`src/rtl/fltadd_pkg.sv`:
```
// Shared types and helpers for the half-precision add sequencer.
package fltadd_pkg;

  localparam int EXP_W  = 5;
  localparam int MANT_W = 10;
  localparam logic [EXP_W-1:0] EXP_MAX = 5'h1F;

  typedef enum logic [2:0] {
    IDLE, READ, ALIGN, ADD, WR_HI, WR_LO, DONE
  } state_t;

  typedef struct packed {
    logic              sign;
    logic [EXP_W-1:0]  exp;
    logic [MANT_W-1:0] frac;
  } hp_t;

  // Raw 16-bit word to fields.
  function automatic hp_t unpack(input logic [15:0] w);
    return hp_t'(w);
  endfunction

  // Significand with hidden bit; denormal/zero exponent gives hidden bit 0.
  function automatic logic [MANT_W:0] mant(input hp_t f);
    return {|f.exp, f.frac};
  endfunction

  // Fields back to a raw 16-bit word.
  function automatic logic [15:0] pack(input hp_t f);
    return 16'(f);
  endfunction

endpackage

```
`src/rtl/fltadd_align.sv`:
```
// Alignment shifter: loads the smaller significand and a shift count, then
// shifts right one bit per cycle until the count is reached. A zero flag
// loaded alongside forces the output to zero for out-of-range differences.
module fltadd_align
  import fltadd_pkg::*;
#(
  parameter int MW = MANT_W + 1,
  parameter int CW = 4
) (
  input  logic          clk,
  input  logic          reset,
  input  logic          load,
  input  logic          shift,
  input  logic [MW-1:0] m_in,
  input  logic [CW-1:0] k_in,
  input  logic          zero_in,
  output logic [MW-1:0] m_out,
  output logic          last
);

  logic [MW-1:0] sh;
  logic [CW-1:0] cnt;
  logic [CW-1:0] k_q;
  logic          zf;

  // Load on request; otherwise shift while the count has not reached k.
  always_ff @(posedge clk) begin
    if (reset) begin
      sh  <= '0;
      cnt <= '0;
      k_q <= '0;
      zf  <= 1'b0;
    end else if (load) begin
      sh  <= m_in;
      cnt <= '0;
      k_q <= k_in;
      zf  <= zero_in;
    end else if (shift && (cnt != k_q)) begin
      sh  <= sh >> 1;
      cnt <= cnt + 1'b1;
    end
  end

  // k never exceeds the cap, so cnt+1 cannot wrap before matching.
  assign last  = ((cnt + 1'b1) == k_q);
  assign m_out = zf ? '0 : sh;

endmodule

```
`src/rtl/fltadd_seq.sv`:
```
// Half-precision same-sign adder sequencer: reads two operands from data
// memory, aligns, adds with truncation, writes the sum back, signals done.
module fltadd_seq
  import fltadd_pkg::*;
#(
  parameter logic [7:0] BASE_ADDR = 8'd128,
  parameter int         ALIGN_CAP = 11
) (
  input  logic       clk,
  input  logic       reset,
  input  logic       start,
  output logic       done,
  output logic [7:0] mem_addr,
  output logic       mem_wr_en,
  output logic [7:0] mem_wr_data,
  input  logic [7:0] mem_rd_data
);

  localparam logic [EXP_W-1:0] CAP5 = EXP_W'(ALIGN_CAP);

  state_t state, nxt;
  logic       armed;
  logic [2:0] rd_cnt;
  logic [7:0] b0, b1, b2;

  logic              l_sign;
  logic [EXP_W-1:0]  l_exp;
  logic [MANT_W:0]   l_mant;
  logic [15:0]       res_q;

  // Operand view on the last read cycle; flt2 low byte comes straight from memory.
  hp_t              f1, f2;
  logic             f1_big;
  logic [EXP_W-1:0] e_l, e_s, diff;
  logic [MANT_W:0]  m_l, m_s;
  logic [3:0]       kval;
  logic             kzero;
  logic             last_rd;

  logic            al_last;
  logic [MANT_W:0] al_m;

  // Unpack, pick larger-exponent operand (tie keeps flt1), clamp shift count.
  always_comb begin
    f1     = unpack({b0, b1});
    f2     = unpack({b2, mem_rd_data});
    f1_big = (f1.exp >= f2.exp);
    e_l    = f1_big ? f1.exp : f2.exp;
    e_s    = f1_big ? f2.exp : f1.exp;
    m_l    = f1_big ? mant(f1) : mant(f2);
    m_s    = f1_big ? mant(f2) : mant(f1);
    diff   = e_l - e_s;
    kzero  = (diff > CAP5);
    kval   = kzero ? CAP5[3:0] : diff[3:0];
  end

  assign last_rd = (state == READ) && (rd_cnt == 3'd4);

  fltadd_align u_align (
    .clk     (clk),
    .reset   (reset),
    .load    (last_rd),
    .shift   (state == ALIGN),
    .m_in    (m_s),
    .k_in    (kval),
    .zero_in (kzero),
    .m_out   (al_m),
    .last    (al_last)
  );

  // Sum, renormalise on carry, saturate to infinity at the top exponent.
  logic [MANT_W+1:0] sum;
  logic [EXP_W:0]    e_sum;
  hp_t               res_c;
  always_comb begin
    sum        = {1'b0, l_mant} + {1'b0, al_m};
    e_sum      = {1'b0, l_exp} + {{EXP_W{1'b0}}, sum[MANT_W+1]};
    res_c.sign = l_sign;
    res_c.exp  = e_sum[EXP_W-1:0];
    res_c.frac = sum[MANT_W+1] ? sum[MANT_W:1] : sum[MANT_W-1:0];
    if (e_sum >= {1'b0, EXP_MAX}) begin
      res_c.exp  = EXP_MAX;
      res_c.frac = '0;
    end
  end

  // Next-state: start high aborts any active run back to IDLE.
  always_comb begin
    nxt = state;
    case (state)
      IDLE:  if (armed && !start) nxt = READ;
      DONE:  if (start) nxt = IDLE;
      default: begin
        if (start) nxt = IDLE;
        else begin
          case (state)
            READ:  if (rd_cnt == 3'd4) nxt = (kval == 4'd0) ? ADD : ALIGN;
            ALIGN: if (al_last) nxt = ADD;
            ADD:   nxt = WR_HI;
            WR_HI: nxt = WR_LO;
            WR_LO: nxt = DONE;
            default: nxt = IDLE;
          endcase
        end
      end
    endcase
  end

  // State, arming, read counter, operand capture, result and done registers.
  always_ff @(posedge clk) begin
    if (reset) begin
      state  <= IDLE;
      armed  <= 1'b0;
      rd_cnt <= '0;
      b0     <= '0;
      b1     <= '0;
      b2     <= '0;
      l_sign <= 1'b0;
      l_exp  <= '0;
      l_mant <= '0;
      res_q  <= '0;
      done   <= 1'b0;
    end else begin
      state  <= nxt;
      armed  <= (nxt == IDLE) && (start || armed);
      rd_cnt <= (state == READ && nxt == READ) ? rd_cnt + 3'd1 : 3'd0;
      done   <= (nxt == DONE);
      if (state == READ) begin
        case (rd_cnt)
          3'd1: b0 <= mem_rd_data;
          3'd2: b1 <= mem_rd_data;
          3'd3: b2 <= mem_rd_data;
          default: ;
        endcase
      end
      if (last_rd) begin
        l_sign <= f1.sign;
        l_exp  <= e_l;
        l_mant <= m_l;
      end
      if (state == ADD) res_q <= pack(res_c);
    end
  end

  // Memory port driven from the registered state only.
  always_comb begin
    mem_addr    = BASE_ADDR;
    mem_wr_en   = 1'b0;
    mem_wr_data = '0;
    case (state)
      READ:  mem_addr = BASE_ADDR + {6'd0, rd_cnt[1:0]};
      WR_HI: begin
        mem_addr    = BASE_ADDR + 8'd4;
        mem_wr_en   = 1'b1;
        mem_wr_data = res_q[15:8];
      end
      WR_LO: begin
        mem_addr    = BASE_ADDR + 8'd5;
        mem_wr_en   = 1'b1;
        mem_wr_data = res_q[7:0];
      end
      default: ;
    endcase
  end

endmodule
```
`config.mk`:
```
export PLATFORM = sky130hd
export DESIGN_NAME = fltadd_seq
export DESIGN_NICKNAME = d
export VERILOG_FILES = /design/src/rtl/fltadd_pkg.sv /design/src/rtl/fltadd_align.sv /design/src/rtl/fltadd_seq.sv
export SDC_FILE = /design/constraint.sdc
export NUM_CORES = 1
export LEC_CHECK = 0
export ABC_AREA = 1
export BUFFER_PORTS_ARGS = -buffer_cell sky130_fd_sc_hd__buf_2
export CAP_MARGIN = 15
export CELL_PAD_IN_SITES_DETAIL_PLACEMENT = 1
export CELL_PAD_IN_SITES_GLOBAL_PLACEMENT = 1
export CORE_AREA = 5 5 119 121
export DETAILED_ROUTE_END_ITERATION = 16
export DIE_AREA = 0 0 124 126
export GPL_TIMING_DRIVEN = 1
export PLACE_DENSITY = 0.73
export SLEW_MARGIN = 20
export SYNTH_ARGS = -nofsm -noshare
export SYNTH_HDL_FRONTEND = slang
export SYNTH_SLANG_ARGS = --single-unit
```
`constraint.sdc`:
```
create_clock -name clk -period 11.5 [get_ports clk]
set_clock_uncertainty 0.1 [all_clocks]
set_input_delay 1.15 -clock clk [delete_from_list [all_inputs] [get_ports clk]]
set_output_delay 1.15 -clock clk [all_outputs]
set_load 0.05 [all_outputs]
```
* Word level (Yosys, flattened, before mapping)
Cells that the tools add are included.
** Storage, ports and cells
- Flip-flop bits (word level) :: 84
- Bits in latches :: 0
- Memory bits (writable) :: 0
- ROM bits :: 0
- Input port bits :: 11
- Output and inout bits :: 18
- Logic and storage cells :: 79
- Memories kept :: 0
** Cells by class
- $add $sub $neg :: 6
- $mul :: 0
- Divide/modulo/power cells :: 0
- $lt $le $gt $ge :: 3
- Equal/unequal tests :: 14
- Shift-type cells :: 0
- Muxes and demuxes :: 21
- Bitwise gates (word level) :: 1
- Reductions and logical operators :: 19
** Operators by type and width (number)
- $mux 11 :: 5
- $pmux 8 s3 :: 1
- $pmux 8 s2 :: 1
- $eq 3x3->1 const B :: 5
- $mux 15 :: 1
- $mux 3 :: 5
- $pmux 3 s5 :: 1
- $add 11x11->12 :: 1
- $eq 3x2->1 const B :: 4
- $mux 10 :: 1
- $mux 5 :: 2
- $reduce_or 5->1 :: 2
- $eq 3x1->1 const B :: 3
- $add 8x2->8 const A :: 1
- $add 5x1->6 :: 1
- $ge 6x5->1 const B :: 1
- $logic_not 3->1 :: 2
- $pmux 3 s2 :: 1
- $reduce_and 2->1 :: 3
- $reduce_or 2->1 :: 3
- $ge 5x5->1 :: 1
- $gt 5x4->1 const B :: 1
- $logic_and 1x1->1 :: 5
- $sub 5x5->5 :: 1
- other kinds (11) :: 12

* Longest topological paths before layout
Gate-level depths: netlist (run 1).
- Depth after elaboration :: 15
- Gate-level depth with buffers :: 24
- Mapped depth without buffers :: 24

* Hierarchy
Synthesis (run 1) repeated with hierarchy kept, for this count alone.
** Second synthesis, totals
- Cell total of the unflattened synthesis :: 738
- Area, all modules :: 5071.1 um^2
** Modules (own cells, without submodules)
- fltadd_seq :: instances 1, cells each 569, area each 3898.7 um^2, sequential area each 1281.2 um^2
- fltadd_align :: instances 1, cells each 169, area each 1172.4 um^2, sequential area each 400.4 um^2

* Worst setup path after synthesis (run 1)
No wires, ideal clock.
- Path type :: reg-to-output
- From :: reg state[2]
- To :: out mem_wr_data[0]
- Data arrival time :: 2.583 ns
- Slack :: 7.667 ns
- Cell stages (with the launch flop) :: 5
- Cell sequence :: dfxtp_1 > ha_1 > clkbuf_1 > nand3_1 > o21ai_0
** Between the ends
- Longest elaborated chain between the ends :: 2
- Elaborated cells on any way between the ends :: 3
** RTL lines
- start: declaration :: RTL line fltadd_seq.sv:21 : state_t state, nxt;
- start signal: assignment :: RTL line fltadd_seq.sv:124 : state <= nxt;
- $eq 3x3->1 :: RTL line fltadd_seq.sv:150 : case (state)
- $pmux 8 s2 * :: RTL line fltadd_seq.sv:150
- end: declaration :: RTL line fltadd_seq.sv:15 : output logic [7:0] mem_wr_data,
Every way passes the cells marked *; elsewhere a longest branch is shown, timed or not.

* Worst setup path in the final report (run 1)
- From :: reg u_align.zf
- To :: reg res_q[0]
** Between the ends
- Longest elaborated chain between the ends :: 5
- Elaborated cells on any way between the ends :: 6
** RTL lines
- start: declaration :: RTL line fltadd_align.sv:24 : logic zf;
- start signal: assignment :: RTL line fltadd_align.sv:37 : zf <= zero_in;
- $mux 11 * :: RTL line fltadd_align.sv:46 : assign m_out = zf ? '0 : sh;
- $add 11x11->12 * :: RTL line fltadd_seq.sv:76 : sum = {1'b0, l_mant} + {1'b0, al_m};
- $add 5x1->6 :: RTL line fltadd_seq.sv:77 : e_sum = {1'b0, l_exp} + {{EXP_W{1'b0}}, sum[MANT_W+1]};
- $ge 6x5->1 :: RTL line fltadd_seq.sv:81 : if (e_sum >= {1'b0, EXP_MAX}) begin
- $mux 15 * :: RTL line fltadd_seq.sv:81
- end signal: assignment :: RTL line fltadd_seq.sv:141 : if (state == ADD) res_q <= pack(res_c);
- end: declaration :: RTL line fltadd_seq.sv:29 : logic [15:0] res_q;
Marks and branches as above.
A chain may end at the register's enable or synchronous reset.

==> flow_metrics.env, run 1 <==
export IMPL_fillers=1724
export IMPL_period_share=0.408
export IMPL_hold_depth=2
export IMPL_setup_ws_ns=6.81
export IMPL_synth_warning_count=0
export IMPL_maxCapViolCount=0
export IMPL_final_area_um2=5220
export IMPL_power_share_switching=0.210
export IMPL_cp_end_kind="flip-flop"
export IMPL_start_util=0.360
export IMPL_insertion_delay_ns=0.34
export IMPL_drive_gt1_frac=0.0947
export IMPL_stdcell_count=852
export IMPL_grt_antenna_before_repair=0
export IMPL_grt_pass1_wl_um=22700
export IMPL_cp_cell_sequence="nor2_1 > ha_1 > a21oi_1 > o21ai_0 > a21oi_1 > inv_1 > a21oi_1 > o21ai_1 > a21o_1 > a21oi_1 > inv_2 > ha_1 > ha_1 > nand3_1 > xor2_1 > inv_1 > nor3_1 > nor2_2 > inv_1 > a21oi_1 > o21ai_0 > a21oi_1"
export IMPL_firstDrtPassIters=4
export IMPL_min_from="res_q[2]$_SDFFE_PP0P_"
export IMPL_hold_violations=0
export IMPL_nNetsFinal=710
export IMPL_yosysSeqAreaShare=0.360
export IMPL_ir_drop_mv=0.0989
export IMPL_synth_distinct_cells=41
export IMPL_die_w_um=124
export IMPL_hpwlAfterDp_um=10200
export IMPL_drtAntennaViolNets=0
export IMPL_area_growth_pct=11.9
export IMPL_grt_pass1_vias=4562
export IMPL_synthTopCellsByArea="dfxtp_1, o21ai_0, a21oi_1, inv_1, ha_1"
export IMPL_hold_class="flip-flop to flip-flop"
export IMPL_p_int_uw=490
export IMPL_port_buffers=23
export IMPL_startpoint="u_align.zf$_SDFFE_PP0P_"
export IMPL_hold_buffers=0
export IMPL_yosysTopAreaCell="dfxtp_1"
export IMPL_worst_path_largest_cell_delay_ns=0.61
export IMPL_rsz0062_at_grt="false"
export IMPL_status="completed"
export IMPL_die_area_um2=15600
export IMPL_p_seq_frac=0.470
export IMPL_ios=29
export IMPL_synth_flop_cell="dfxtp_1"
export IMPL_vias_per_cell=5.17
export IMPL_wirelength_um=13500
export IMPL_synth_top_area_share=0.360
export IMPL_drtIter0Drc=227
export IMPL_synth_edf_count=0
export IMPL_p_per_area_nw_per_um2=119
export IMPL_avgRoutedWirePerCell_um=15.8
export IMPL_drc=0
export IMPL_post_dp_cell_area_um2=4910
export IMPL_cts_setup_buffers=0
export IMPL_rows=42
export IMPL_vias=4404
export IMPL_switchingPower_uw=130
export IMPL_syn_area_per_cell_um2=7.06
export IMPL_cts_tree="done"
export IMPL_slew_headroom=0.357
export IMPL_async_flop_share=0
export IMPL_combPwrFrac=0.027
export IMPL_crit_path_start_kind="flip-flop"
export IMPL_fmax_mhz=213
export IMPL_grt_ovfl_total=0
export IMPL_htreeDepth=3
export IMPL_dp_slack_ns=6.87
export IMPL_gp_congestion=0.801
export IMPL_netlist_instances=661
export IMPL_grt_start_max_net_pins=43
export IMPL_r2r_start="u_align.zf$_SDFFE_PP0P_"
export IMPL_crit_arrival_ns=4.85
export IMPL_path_max_fanout=12
export IMPL_timing_setup_tns_ns=0
export IMPL_crit_required_ns=11.66
export IMPL_crit_type="flip-flop to flip-flop"
export IMPL_setup_viol=0
export IMPL_grt_use_total=0.180
export IMPL_clockPowerShare=0.502
export IMPL_leakagePower_nw=2.23
export IMPL_cts_max_path_buffers=2
export IMPL_die_h_um=126
export IMPL_ys_seq_elements=84
export IMPL_period_minus_slack_ns=4.69
export IMPL_clk_root_buffer_cell="clkbuf_16"
export IMPL_antenna_cells=0
export IMPL_numCtsBuffers=9
export IMPL_path_common_cell="a21oi_1"
export IMPL_cts_sinks=84
export IMPL_worst_pin_slew_ns=0.964
export IMPL_coreArea_um2=13000
export IMPL_synth_area_um2=4670
export IMPL_clkTransAtPathRegs_ns=0.06
export IMPL_rr_worst_depth=22
export IMPL_slowest_stage="a21oi_1"
export IMPL_cts_resized=0
export IMPL_slew_viol_final=0
export IMPL_place_inst=836
==> critical path, delay by kind of cell (launching register included) <==
kind	cells	cell delay, ns
and+or+nand+nor	4	0.57
buffers and inverters	4	0.52
adders and majority gates	3	0.81
xor gates and xnor gates	1	0.07
AOI/OAI and AO/OA	10	1.95
DFF	1	0.58
==> placed cells by master, fill, tap and decap left out, types with 2 or more instances in the layout <==
cell type and count:
a32o_1 3, inv_2 2, dfxtp_1 84, clkinv_2 3
a21oi_1 83, o221a_2 2, nor2_2 5, conb_1 5
o22ai_1 2, buf_4 2, o21ai_0 87, nor2_1 49
clkbuf_16 9, nand4_1 3, o221ai_1 2, o21bai_1 2
xnor2_1 6, o21ai_1 2, bufinv_16 2, xor2_1 12
nand2_2 11, inv_1 92, nor3_1 9, buf_2 23
nand2_1 85, ha_1 27, nand3_1 43, o211ai_1 3
a22o_1 2
==> logic make-up (layout without fill, tap and decap cells) <==
| logic type | after synthesis | after routing | share of synthesized area |
|---|---|---|---|
| flip-flops | 84 | 84 | 0.360 |
| XOR/XNOR | 18 | 18 | 0.0338 |
| AND/OR/NAND/NOR | 210 | 210 | 0.197 |
| adder cells (fa/ha/maj) | 28 | 28 | 0.0766 |
| other | 2 | 5 | 0.00161 |
| buffers and inverters | 123 | 135 | 0.103 |
| AO/OA/AOI/OAI | 196 | 196 | 0.228 |
==> cell usage after synthesis, drive strengths merged, types with 2 or more instances <==
library cell	count
nand3	44
buf	7
o211ai	3
xnor2	6
nor3	9
a22o	2
nor2	54
inv	94
o221ai	2
o21ai	89
clkbuf	22
o22ai	2
nand2	97
o21bai	2
a21oi	84
xor2	12
nand4	3
conb	2
ha	27
a32o	3
o221a	2
dfxtp	84
==> per-stage QoR <==
| step | power (mW) | hold slack (ns) | util |
|---|---|---|---|
| after CTS | 0.626 | 0.365 | 0.402 |
| after detailed placement | 0.315 | 0.356 | 0.378 |
| after global routing | 0.640 | 0.386 | 0.402 |
| final | 0.620 | 0.367 | 0.402 |
| after global placement | 0.315 | 0.342 | 0.378 |
| after floorplan | 0.310 | 0.325 | - |
==> flip-flops by register name, indices dropped and copies added, names as in the netlist <==
name,count
state,3
b0,8
rd_cnt,3
l_exp,5
l_mant,11
res_q,16
u_align.zf,1
b1,8
armed,1
l_sign,1
b2,7
u_align.k_q,4
u_align.cnt,4
done,1
u_align.sh,11
==> path summary, 6_finish.rpt <==
| check | endpoint | slack (ns) |
|---|---|---|
| setup / recovery | res_q[0]$_SDFFE_PP0P_ | 6.81 |
| hold reg to reg | res_q[2]$_SDFFE_PP0P_ | 0.37 |
| hold / removal | res_q[2]$_SDFFE_PP0P_ | 0.37 |
| setup reg to reg | res_q[0]$_SDFFE_PP0P_ | 6.81 |
==> power groups by stage <==
stage | sequential, mW | clock, mW | combinational (mW)
finish | 0.292 | 0.312 | 0.0170
global route | 0.291 | 0.330 | 0.0187
CTS | 0.292 | 0.318 | 0.0171
detailed placement | 0.298 | 0 | 0.0170
global placement | 0.298 | 0 | 0.0165
floorplan | 0.298 | 0 | 0.0121
==> layer usage <==
metal | up-vias | wire length (µm) | global-route usage
met5 | - | 0 | 0
met4 | 0 | 325 | 0.0573
met3 | 20 | 344 | 0.0323
met2 | 51 | 6610 | 0.308
met1 | 2127 | 6180 | 0.229
li1 | 2206 | - | -
==> area by class of cell <==
class / count / area (µm²) / area share
Clock buffer: 11 / 243 / 0.0465
Clock inverter: 5 / 75.1 / 0.0144
Inverter: 94 / 353 / 0.0675
Multi-Input combinational cell: 457 / 2520 / 0.483
Sequential cell: 84 / 1680 / 0.322
Tap cell: 176 / 220 / 0.0422
Timing Repair Buffer: 25 / 130 / 0.0249
No activity file was read; power rests on OpenSTA's default activity.
==> run 2: changes to the inputs <==
- PLACE_DENSITY: 0.73 -> 0.76
- clock period: 11.5 -> 4.27 ns (I/O delays scaled with it)
==> run 2 against run 1 <==
Via count decreased by 0.25%. Core utilization increased by 0.096 points. Sequential power increased to 2.7 times the previous value. Largest power group unchanged.
==> flow_metrics.env, run 2 (synthesis gave the netlist of run 1 again) <==
export IMPL_rr_worst_depth=21
export IMPL_nNetsFinal=712
export IMPL_die_w_um=124
export IMPL_vias=4393
export IMPL_largest_registers="res_q (16), l_mant (11), u_align.sh (11)"
export IMPL_fmax_mhz=255
export IMPL_start_util=0.360
export IMPL_hold_buffers=0
export IMPL_crit_arrival_ns=4.03
export IMPL_cts_sinks=84
export IMPL_area_growth_pct=12.1
export IMPL_ff2ff_setup_slack_ns=0.34
export IMPL_clockPowerShare=0.499
export IMPL_period_share=0.919
export IMPL_period_minus_slack_ns=3.93
export IMPL_hold_depth=3
export IMPL_power_share_switching=0.207
export IMPL_rows=42
export IMPL_hpwlAfterDp_um=10200
export IMPL_status="completed"
export IMPL_crit_type="flip-flop to flip-flop"
export IMPL_slew_viol_final=0
export IMPL_timing_setup_tns_ns=0
export IMPL_rsz0062_at_grt="false"
export IMPL_final_cell_mix="inv_1, o21ai_0, nand2_1"
export IMPL_drtIter0Drc=231
export IMPL_drive_gt1_frac=0.0947
export IMPL_p_per_area_nw_per_um2=317
export IMPL_worst_pin_slew_ns=0.945
export IMPL_setup_ws_ns=0.344
export IMPL_insertion_delay_ns=0.34
export IMPL_worst_path_largest_cell_delay_ns=0.46
export IMPL_hold_violations=0
export IMPL_fin_util=0.403
export IMPL_cts_tree="done"
export IMPL_largest_register="res_q"
export IMPL_vias_per_cell=5.16
export IMPL_grt_pass1_vias=4581
export IMPL_path_max_fanout=12
export IMPL_p_seq_frac=0.473
export IMPL_hold_class="primary input to flip-flop"
export IMPL_htreeDepth=3
export IMPL_die_h_um=126
export IMPL_cp_cell_sequence="nor2_1 > ha_1 > a21oi_1 > nand2_1 > a21oi_1 > inv_1 > a21oi_1 > o21ai_1 > a21o_1 > a21oi_1 > inv_2 > ha_1 > ha_1 > xor2_1 > nand3_1 > nor3_2 > nor2_4 > inv_1 > a21oi_1 > o21ai_0 > a21oi_1"
export IMPL_drc=0
export IMPL_largest_reg_flops=16
export IMPL_drtAntennaViolNets=0
export IMPL_final_area_um2=5240
export IMPL_crit_path_start_kind="flip-flop"
export IMPL_firstDrtPassIters=4
export IMPL_p_int_mw=1.32
export IMPL_grt_start_max_net_pins=43
export IMPL_avgRoutedWirePerCell_um=16.0
export IMPL_leakagePower_nw=2.23
export IMPL_crit_required_ns=4.37
export IMPL_grt_antenna_before_repair=0
export IMPL_clk_root_buffer_cell="clkbuf_16"
export IMPL_clkTransAtPathRegs_ns=0.06
export IMPL_numCtsBuffers=9
export IMPL_hold_end="b2[0]$_SDFFE_PP0P_"
export IMPL_wirelength_um=13600
export IMPL_path_common_cell="a21oi_1"
export IMPL_gp_congestion=0.796
export IMPL_slowest_stage="dfxtp_2"
export IMPL_grt_ovfl_total=0
export IMPL_switchingPower_uw=344
export IMPL_dp_slack_ns=0.211
export IMPL_maxCapViolCount=0
export IMPL_min_from="mem_rd_data[0]"
export IMPL_combPwrFrac=0.028
export IMPL_cp_top_family="compound AO/OA/AOI/OAI gates"
export IMPL_setup_viol=0
export IMPL_die_area_um2=15600
export IMPL_crit_buf_inv=3
export IMPL_whs_ns=0.346
export IMPL_grt_pass1_wl_um=22500
export IMPL_post_dp_cell_area_um2=4920
export IMPL_ios=29
export IMPL_grt_use_total=0.180
export IMPL_coreArea_um2=13000
export IMPL_final_common_cell="inv_1"
export IMPL_cp_end_kind="flip-flop"
export IMPL_antenna_cells=0
export IMPL_reg2reg_to="res_q[9]$_SDFFE_PP0P_"
export IMPL_startpoint="u_align.zf$_SDFFE_PP0P_"
export IMPL_port_buffers=23
export IMPL_cts_max_path_buffers=2
export IMPL_r2r_start="u_align.zf$_SDFFE_PP0P_"
export IMPL_ir_drop_mv=0.217
export IMPL_slew_headroom=0.369
run 2: cell types whose count changed in the layout (fill, tap and decap cells not counted), sizes merged:
cell,before,now
clkinv,3,0
clkbuf,11,12
buf,25,27
run 2: metal layers:
layer / GRT usage / vias to the layer above / wire (µm)
met2: 0.309 / 46 / 6720
met5: 0 / - / 0
li1: - / 2216 / -
met4: 0.0528 / 0 / 231
met1: 0.229 / 2111 / 6390
met3: 0.0350 / 20 / 281
run 2: worst max path at each step:
stage                     cells after the start               endpoint
after floorplan                              23  res_q[0]$_SDFFE_PP0P_
after global placement                       21  res_q[0]$_SDFFE_PP0P_
after detailed placement                     21  res_q[9]$_SDFFE_PP0P_
after CTS                                    21  res_q[0]$_SDFFE_PP0P_
after global routing                         21  res_q[9]$_SDFFE_PP0P_
final                                        21  res_q[9]$_SDFFE_PP0P_
run 2: power groups by stage:
stage | registers (mW) | logic, mW | clock network (mW)
3_5_place_dp | 0.803 | 0.0454 | 0
5_1_grt | 0.785 | 0.0510 | 0.876
3_3_place_gp | 0.803 | 0.0443 | 0
2_1_floorplan | 0.803 | 0.0327 | 0
4_1_cts | 0.785 | 0.0458 | 0.842
6_report | 0.785 | 0.0459 | 0.829
run 2: what timing repair did:
action | 4_1_cts | 5_1_grt
gates resized for setup | 0 | 3
buffers inserted | 0 | 0
setup endpoints to repair | 0 | 4
run 2: final cells by class:
type	count	area (µm²)
sequential	84	1680
clock buffer	12	246
fill	1660	7740
inverter	94	353
clock inverter	2	60.1
tap	176	220
multi-input combinational	457	2530
timing repair buffer	27	145
run 2: worst reg2reg max path, delay by kind of cell, from the launching register on:
family	cells	cell delay, ns
buffers and inverters	3	0.32
adder cells (fa/ha/maj)	3	0.77
AO/OA/AOI/OAI	9	1.22
XOR/XNOR	1	0.21
flip-flops	1	0.46
AND/OR/NAND/NOR	5	0.73
run 2: metrics by stage:
step                cells  total power [mW]
finish                852              1.66
global route          852              1.71
CTS                   852              1.67
detailed placement    838             0.848
global placement      838             0.847
floorplan             664             0.835
